`src/rtl/mult_pkg.sv`:
```
// Shared types and helpers for the sequential shift-add multiplier.
package mult_pkg;

  typedef enum logic [1:0] {
    IDLE = 2'd0,
    CALC = 2'd1,
    DONE = 2'd2
  } state_t;

  localparam int unsigned DEFAULT_WIDTH = 8;

  // Iteration counter width: must index bits 0..WIDTH-1 of the multiplier.
  function automatic int unsigned cnt_width(input int unsigned w);
    return (w < 2) ? 1 : $clog2(w);
  endfunction

endpackage

```
`src/rtl/mult_sign_prep.sv`:
```
// Converts operands to magnitudes and derives the result sign at the accept path.
module mult_sign_prep
  import mult_pkg::*;
#(
  parameter int unsigned WIDTH = DEFAULT_WIDTH
) (
  input  logic [WIDTH-1:0] a,
  input  logic [WIDTH-1:0] b,
  input  logic             signed_mode,
  output logic [WIDTH-1:0] mag_a,
  output logic [WIDTH-1:0] mag_b,
  output logic             neg
);

  logic a_neg;
  logic b_neg;

  assign a_neg = signed_mode & a[WIDTH-1];
  assign b_neg = signed_mode & b[WIDTH-1];

  // Magnitude of the most negative value wraps to 2^(WIDTH-1), which is exact unsigned.
  assign mag_a = a_neg ? (~a + WIDTH'(1)) : a;
  assign mag_b = b_neg ? (~b + WIDTH'(1)) : b;
  assign neg   = a_neg ^ b_neg;

endmodule

```
`src/rtl/array_mult_seq.sv`:
```
// Iterative radix-2 shift-add multiplier with signed/unsigned mode and valid/ready handshakes.
module array_mult_seq
  import mult_pkg::*;
#(
  parameter int unsigned WIDTH = DEFAULT_WIDTH
) (
  input  logic               clk,
  input  logic               rst,
  input  logic               ena,
  input  logic               in_valid,
  output logic               in_ready,
  input  logic [WIDTH-1:0]   a,
  input  logic [WIDTH-1:0]   b,
  input  logic               signed_mode,
  output logic               out_valid,
  input  logic               out_ready,
  output logic [2*WIDTH-1:0] p,
  output logic               busy
);

  localparam int unsigned PW = 2 * WIDTH;
  localparam int unsigned CW = cnt_width(WIDTH);

  state_t           state_q, state_d;
  logic [CW-1:0]    count_q, count_d;
  logic [PW-1:0]    acc_q, acc_d;
  logic [PW-1:0]    p_q, p_d;
  logic [WIDTH-1:0] mag_a_q, mag_a_d;
  logic [WIDTH-1:0] mag_b_q, mag_b_d;
  logic             neg_q, neg_d;
  logic             ready_q, ready_d;
  logic             valid_q, valid_d;
  logic             busy_q, busy_d;

  logic [WIDTH-1:0] prep_mag_a;
  logic [WIDTH-1:0] prep_mag_b;
  logic             prep_neg;
  logic [PW-1:0]    addend;
  logic [PW-1:0]    sum;

  mult_sign_prep #(.WIDTH(WIDTH)) u_sign_prep (
    .a           (a),
    .b           (b),
    .signed_mode (signed_mode),
    .mag_a       (prep_mag_a),
    .mag_b       (prep_mag_b),
    .neg         (prep_neg)
  );

  // Ready is registered but still dropped immediately when the clock enable falls.
  assign in_ready  = ready_q & ena;
  assign out_valid = valid_q;
  assign p         = p_q;
  assign busy      = busy_q;

  assign addend = mag_b_q[count_q] ? (PW'(mag_a_q) << count_q) : '0;
  assign sum    = acc_q + addend;

  always_ff @(posedge clk or posedge rst) begin
    if (rst) begin
      state_q <= IDLE;
      count_q <= '0;
      acc_q   <= '0;
      p_q     <= '0;
      mag_a_q <= '0;
      mag_b_q <= '0;
      neg_q   <= 1'b0;
      ready_q <= 1'b0;
      valid_q <= 1'b0;
      busy_q  <= 1'b0;
    end else begin
      state_q <= state_d;
      count_q <= count_d;
      acc_q   <= acc_d;
      p_q     <= p_d;
      mag_a_q <= mag_a_d;
      mag_b_q <= mag_b_d;
      neg_q   <= neg_d;
      ready_q <= ready_d;
      valid_q <= valid_d;
      busy_q  <= busy_d;
    end
  end

  always_comb begin
    state_d = state_q;
    count_d = count_q;
    acc_d   = acc_q;
    p_d     = p_q;
    mag_a_d = mag_a_q;
    mag_b_d = mag_b_q;
    neg_d   = neg_q;
    ready_d = ready_q;
    valid_d = valid_q;
    busy_d  = busy_q;

    if (ena) begin
      unique case (state_q)
        IDLE: begin
          ready_d = 1'b1;
          if (in_valid && in_ready) begin
            mag_a_d = prep_mag_a;
            mag_b_d = prep_mag_b;
            neg_d   = prep_neg;
            acc_d   = '0;
            count_d = '0;
            ready_d = 1'b0;
            busy_d  = 1'b1;
            state_d = CALC;
          end
        end
        CALC: begin
          acc_d   = sum;
          count_d = count_q + CW'(1);
          if (count_q == CW'(WIDTH - 1)) begin
            p_d     = neg_q ? (~sum + PW'(1)) : sum;
            busy_d  = 1'b0;
            valid_d = 1'b1;
            state_d = DONE;
          end
        end
        DONE: begin
          // Return to IDLE only; a new accept needs a further edge.
          if (out_ready) begin
            valid_d = 1'b0;
            ready_d = 1'b1;
            state_d = IDLE;
          end
        end
        default: begin
          ready_d = 1'b0;
          valid_d = 1'b0;
          busy_d  = 1'b0;
          state_d = IDLE;
        end
      endcase
    end
  end

endmodule
```
`config.mk`:
```
export PLATFORM = sky130hd
export DESIGN_NAME = array_mult_seq
export DESIGN_NICKNAME = d
export VERILOG_FILES = /design/src/rtl/mult_pkg.sv /design/src/rtl/mult_sign_prep.sv /design/src/rtl/array_mult_seq.sv
export SDC_FILE = /design/constraint.sdc
export NUM_CORES = 1
export LEC_CHECK = 0
export CORE_MARGIN = 2
export CORE_UTILIZATION = 41
export DETAILED_ROUTE_END_ITERATION = 7
export PLACE_DENSITY = 0.72
export REMOVE_ABC_BUFFERS = 1
export SLEW_MARGIN = 10
export SYNTH_ARGS = -nofsm -noshare
export SYNTH_HDL_FRONTEND = slang
export SYNTH_SLANG_ARGS = --single-unit
export TNS_END_PERCENT = 30
```
`constraint.sdc`:
```
create_clock -name clk -period 6.2 [get_ports clk]
set_input_delay 1.24 -clock clk [delete_from_list [all_inputs] [get_ports clk]]
set_output_delay 1.24 -clock clk [all_outputs]
set_load 0.05 [all_outputs]
```
==> flow_metrics.tcl, run 1 <==
set metrics [dict create \
    critPathSlowestCell "dfrtp_1" \
    overflow 0 \
    post-route-drc-count 0 \
    antenna_found_initial 0 \
    synth.distinct_cells 56 \
    drive_gt1_share_pct 8.05 \
    met1_length_um 4060 \
    core_mm2 0.00924 \
    critPathKind "register to register" \
    pre_cts_ws_ps 1900 \
    path_buf_inv 0 \
    slew_viol_final 0 \
    dp_hpwl_um 6440 \
    synthCells 460 \
    diodes 0 \
    critPathMaxFanout 20 \
    total_power_w 0.00258 \
    synth_edf_count 0 \
    fin_skew_ps 8.51 \
    finalNonFillerCells 626 \
    num_vias 3312 \
    worst_setup_path_start_kind "register" \
    grt_usage_pct 17.8 \
    synthFlopType "dfrtp_1" \
    worst_slack_ps 1880 \
    cp_slowest_stage_delay_ps 720 \
    wl_um 8520 \
    max_slew.worst_pin.slew_ps 893 \
    cts_resized 0 \
    timing.rr.start "count_q[0]" \
    cts_num_sinks 57 \
    synthSimpleGateAreaFrac_pct 18.2 \
    most-common-layout-cells "dfrtp_1 (57), nand2_1 (55), o21ai_0 (45)" \
    p_leak_nw 2.10 \
    peakVddDrop_uv 187 \
    setup_viol 0 \
    io_pins 41 \
    placed_cells_incl_taps 611 \
    synth_top_family_by_area "compound AO/OA/AOI/OAI gates" \
    ys_seq_area_share_pct 36.4 \
    grt_pass1_wl_um 14800 \
    synth_area_per_cell_um2 8.52 \
    path_cells "mux4_2, nand2_1, nor2_1, ha_1, fa_1, a21o_1, a21oi_1, xor2_1, nand3_1, nor3_2, o2111ai_1, o41ai_2, xor2_1, o21ai_1" \
    crit_top_cell "xor2_1" \
    n_fill_cell 894 \
    ys_seq_elements 57 \
    synthMuxAreaShare_pct 4.09 \
    p_per_area_mw_per_mm2 562 \
    fmax_mhz 231 \
    first_iter_violations 153 \
    clockBufferDepth 2 \
    hold_viol_final 0 \
    die_area_mm2 0.0104 \
    highest_layer "met4" \
    grt_pass1_vias 3275 \
    end_kind "register" \
    io_buffers 40 \
    nets 536 \
    start_util_pct 42.4 \
    finalCritPeriodShare_pct 69.7 \
    cp-startpoint "count_q[0]" \
    hold_path_class "register to register" \
    syn_area_mm2 0.00392 \
    synth_warnings 0 \
    fp.dieH_um 102 \
    outcome "finished clean" \
    met3_length_um 348 \
    wl_per_cell_um 13.6 \
    htree_num_levels 3 \
    drtAntennaViolNets 0 \
    synth-compound-area-share_pct 20.9 \
    worst_skew_pair.late_latency_ps 340 \
    cp.required_ps 6390 \
    rows 35 \
    grt_max_degree 58 \
    maxCapViolCount 0 \
    die_w_um 102 \
    cp.arrival_ps 4510 \
    vias_per_cell 5.29 \
    async_reset_ff_share_pct 100 \
    tritoncts "done" \
    period_needed_ps 4320 \
    cts_root_buf "clkbuf_8" \
    crit_family "compound AO/OA/AOI/OAI gates" \
    hold_buffers 0 \
    cts_buffers 9 \
    min_from "p[4]" \
    max-slew-margin-rel_pct 40.3 \
    synthAdderAreaFrac_pct 6.90 \
    synth_xor_area_share_pct 9.13 \
    rsz0062_at_grt "false" \
    mostFrequentLayoutCell "dfrtp_1" \
    clk_pin_slew_ps 60 \
    drt_pass1_iterations 6 \
    postCtsSetupBuffers 0 \
    area_growth_pct 17.4 \
    place_congestion 0.887 \
    setup-tns-final_ps 0 \
    wl_met2_um 3950 \
    holdWs_ps 474 \
]
[registers in the layout, summed over array words and instances, names as in the netlist]
register   count
out_valid      1
neg_q          1
state_q        2
ready_q        1
mag_a_q        8
count_q        3
mag_b_q        8
acc_q         16
busy           1
p             16
[cells in the mapped netlist (7+ instances only)]
cell | number | share of area [%]
xnor2_1 | 17 | 3.8
inv_1 | 24 | 2.3
nor2_1 | 44 | 4.2
nand3_1 | 14 | 1.8
a22o_1 | 8 | 1.8
nand2_1 | 55 | 5.3
a21oi_1 | 35 | 4.5
mux2i_1 | 7 | 1.8
a31oi_1 | 7 | 1.1
xor2_1 | 17 | 3.8
ha_1 | 20 | 6.4
or3_1 | 7 | 1.1
clkbuf_1 | 19 | 1.8
o21ai_0 | 45 | 5.7
dfrtp_1 | 57 | 36
nor3_1 | 9 | 1.1
[path summary, 6_finish.rpt]
kind	slack (ps)	endpoint	cells past startpoint
worst max register to register	1880	p[15]	14
worst min-delay path	470	p[4]	2
worst min register to register	470	p[4]	2
max in group asynchronous	4330	p[8]	3
worst max-delay path	1880	p[15]	14
min in group asynchronous	1410	mag_b_q[4]	3
[layer usage]
layer  track usage (%)  up-vias
met3              2.83       15
met5                 0        -
met1              22.8     1553
li1                  -     1678
met4              8.42        0
met2              29.5       66
[cell type report]
type	count	area (µm²)	share of cell area, %
multi-input cells	358	2320	50.5
flip-flops and latches	57	1430	31.0
repair buffers	43	423	9.20
well taps	129	161	3.51
clock buffers	11	131	2.86
inverters	24	90.1	1.96
clock inverters	4	45.0	0.980
[kinds of logic after synthesis]
kind of cell,after synthesis
and+or+nand+nor,155
adders and majority gates,21
xor gates and xnor gates,37
muxes,13
AOI/OAI and AO/OA,132
DFF,57
buffers and inverters,45
[power breakdown]
part | switching, W | internal [W]
logic | 0.000940 | 0.000633
registers | 0.000155 | 0.000530
clock network | 0.000144 | 0.000181
[metrics by stage]
stage	cell area (µm²)	utilization [%]
after detailed placement	4420	47.9
after CTS	4600	49.8
after global routing	4600	49.8
final	4600	49.8
after floorplan	3840	-
after global placement	4420	47.9
[worst register-to-register path, stage by stage (launching register included)]
cell       delay [ps]
dfrtp_1           720
mux4_2            590
nand2_1           150
nor2_1             80
ha_1              210
fa_1              400
a21o_1            190
a21oi_1           180
xor2_1            310
nand3_1           170
nor3_2            320
o2111ai_1         240
o41ai_2           380
xor2_1            170
o21ai_1            70
Power figures use the tool's default switching activity.
==> inputs of run 2 (changes only) <==
==> constraint.sdc (replaced) <==
create_clock -name clk -period 4.05 [get_ports clk]
set_input_delay 0.81 -clock clk [delete_from_list [all_inputs] [get_ports clk]]
set_output_delay 0.81 -clock clk [all_outputs]
set_load 0.05 [all_outputs]
==> run 2 against run 1 <==
Global-route usage increased by 1.1 points. Die area unchanged. Total power is 58% higher. Critical endpoint unchanged. Largest cell class unchanged.
==> flow_metrics.tcl, run 2 (synthesis results as in run 1) <==
set metrics [dict create \
    clockBufferDepth 2 \
    peakVddDrop_uv 303 \
    nets 548 \
    place_congestion 0.915 \
    mostFrequentLayoutCell "dfrtp_1" \
    fin_skew_ps 8.57 \
    path_cells "mux4_2, nand2_1, and2_1, a21oi_1, ha_1, a21o_1, a22o_2, o221a_2, o21ai_2, nor3b_1, o21ai_0, o41ai_2, xor2_1, o21ai_1" \
    grt_usage_pct 18.9 \
    io_buffers 40 \
    min_from "p[4]" \
    min_to "p[4]" \
    r2r_cells 14 \
    drive_gt1_share_pct 11.6 \
    fmax_mhz 264 \
    wl_per_cell_um 14.0 \
    grt_max_degree 37 \
    period_needed_ps 3790 \
    clock_power_share_pct 11.2 \
    p_seq_share_pct 24.9 \
    cts_num_sinks 57 \
    area_growth_pct 20.0 \
    critPathKind "register to register" \
    drtAntennaViolNets 0 \
    max_slew.worst_pin.slew_ps 743 \
    setup_viol 0 \
    first_iter_violations 248 \
    total_power_w 0.00409 \
    n_fill_cell 866 \
    dp_hpwl_um 6720 \
    min_path_cells 2 \
    wl_um 8920 \
    cp_slowest_stage_delay_ps 510 \
    cp.arrival_ps 4010 \
    core_mm2 0.00924 \
    die_w_um 102 \
    htree_num_levels 3 \
    fp.dieH_um 102 \
    vias_per_cell 5.29 \
    worst_setup_path_start_kind "register" \
    antenna_found_initial 0 \
    cts_root_buf "clkbuf_8" \
    post-route-drc-count 0 \
    outcome "finished clean" \
    p_leak_nw 2.15 \
    finalCritPeriodShare_pct 93.5 \
    rows 35 \
    most-common-layout-cells "dfrtp_1 (56), nand2_1 (55), o21ai_0 (45)" \
    r2r-end "p[15]" \
    cts_buffers 9 \
    max-slew-margin-rel_pct 50.4 \
    drt_pass1_iterations 4 \
    diodes 0 \
    reg2reg_slack_ps 260 \
    overflow 0 \
    swShare_pct 48.0 \
    combPwrFrac_pct 63.9 \
    grt_pass1_wl_um 15600 \
    setup-tns-final_ps 0 \
    rsz0062_at_grt "true" \
    holdWs_ps 476 \
    die_area_mm2 0.0104 \
    num_vias 3378 \
    grt_pass1_vias 3292 \
    critPathSlowestCell "mux4_2" \
    power.internal_w 0.00212 \
    critPathMaxFanout 5 \
    worst_skew_pair.late_latency_ps 350 \
    maxCapViolCount 0 \
    clk_pin_slew_ps 70 \
    tritoncts "done" \
    p_per_area_mw_per_mm2 869 \
    p_switching_w 0.00196 \
    hold_viol_final 0 \
    cp.required_ps 4280 \
    hold_path_class "register to register" \
    end_kind "register" \
    timing.rr.start "count_q[0]" \
    slew_viol_final 0 \
    io_pins 41 \
    start_util_pct 42.4 \
]
-- run 2: cell types whose count changed in the layout (fill, tap and decap cells not counted), sizes merged --
cell,before,now
buf,3,15
bufinv,1,0
clkbuf,11,10
clkinv,3,4
clkinvlp,0,2
-- run 2: metrics by stage --
step	setup slack [ps]	instance area, µm²	instances	util (%)
after detailed placement	246	4510	623	48.8
after global routing	-45.4	4700	639	50.9
after global placement	370	4510	623	48.8
final	263	4700	639	50.9
after CTS	228	4670	639	50.6
after floorplan	164	3840	439	-
-- run 2: area by class of cell --
cell class	instances	area [µm²]	area share, %
Multi-Input combinational cell	358	2350	49.9
Sequential cell	57	1430	30.4
Timing Repair Buffer	55	513	10.9
Tap cell	129	161	3.43
Clock buffer	10	128	2.71
Inverter	24	90.1	1.92
Clock inverter	6	35.0	0.745
-- run 2: worst max path at each step --
stage / start / to / slack [ps]
floorplan: count_q[0] / p[15] / 160
finish: count_q[0] / p[15] / 260
global placement: count_q[0] / p[15] / 370
CTS: count_q[0] / p[15] / 230
global route: count_q[0] / p[15] / -50
detailed placement: count_q[0] / p[15] / 250
-- run 2: routing by layer --
layer	vias up	wire [µm]	share of wire, %	global-route usage (%)
li1	1706	-	-	-
met1	1562	4100	46	25.7
met2	94	4210	47	31.1
met3	16	448	5.0	2.62
met4	0	155	1.7	6.34
met5	-	0	0	0
-- run 2: power groups by stage --
stage / clock network, W / registers, W / logic (W)
2_1_floorplan: 0 / 0.00126 / 0.00159
3_3_place_gp: 0 / 0.00101 / 0.00250
3_5_place_dp: 0 / 0.00103 / 0.00258
4_1_cts: 0.000467 / 0.00102 / 0.00259
5_1_grt: 0.000494 / 0.00105 / 0.00290
6_report: 0.000458 / 0.00102 / 0.00261
-- run 2: critical path, delay by kind of cell (launching register included) --
kind	cells	cell delay, ps
compound gates	8	1580
xor+xnor	1	170
fa+ha+maj	1	350
flops	1	410
mux	1	510
simple gates	3	650
-- run 2: timing repair --
item | in CTS | in global routing
setup endpoints to repair | 0 | 5
buffers inserted | 0 | 0
hold buffers | 0 | 0
gates resized for setup | 0 | 6
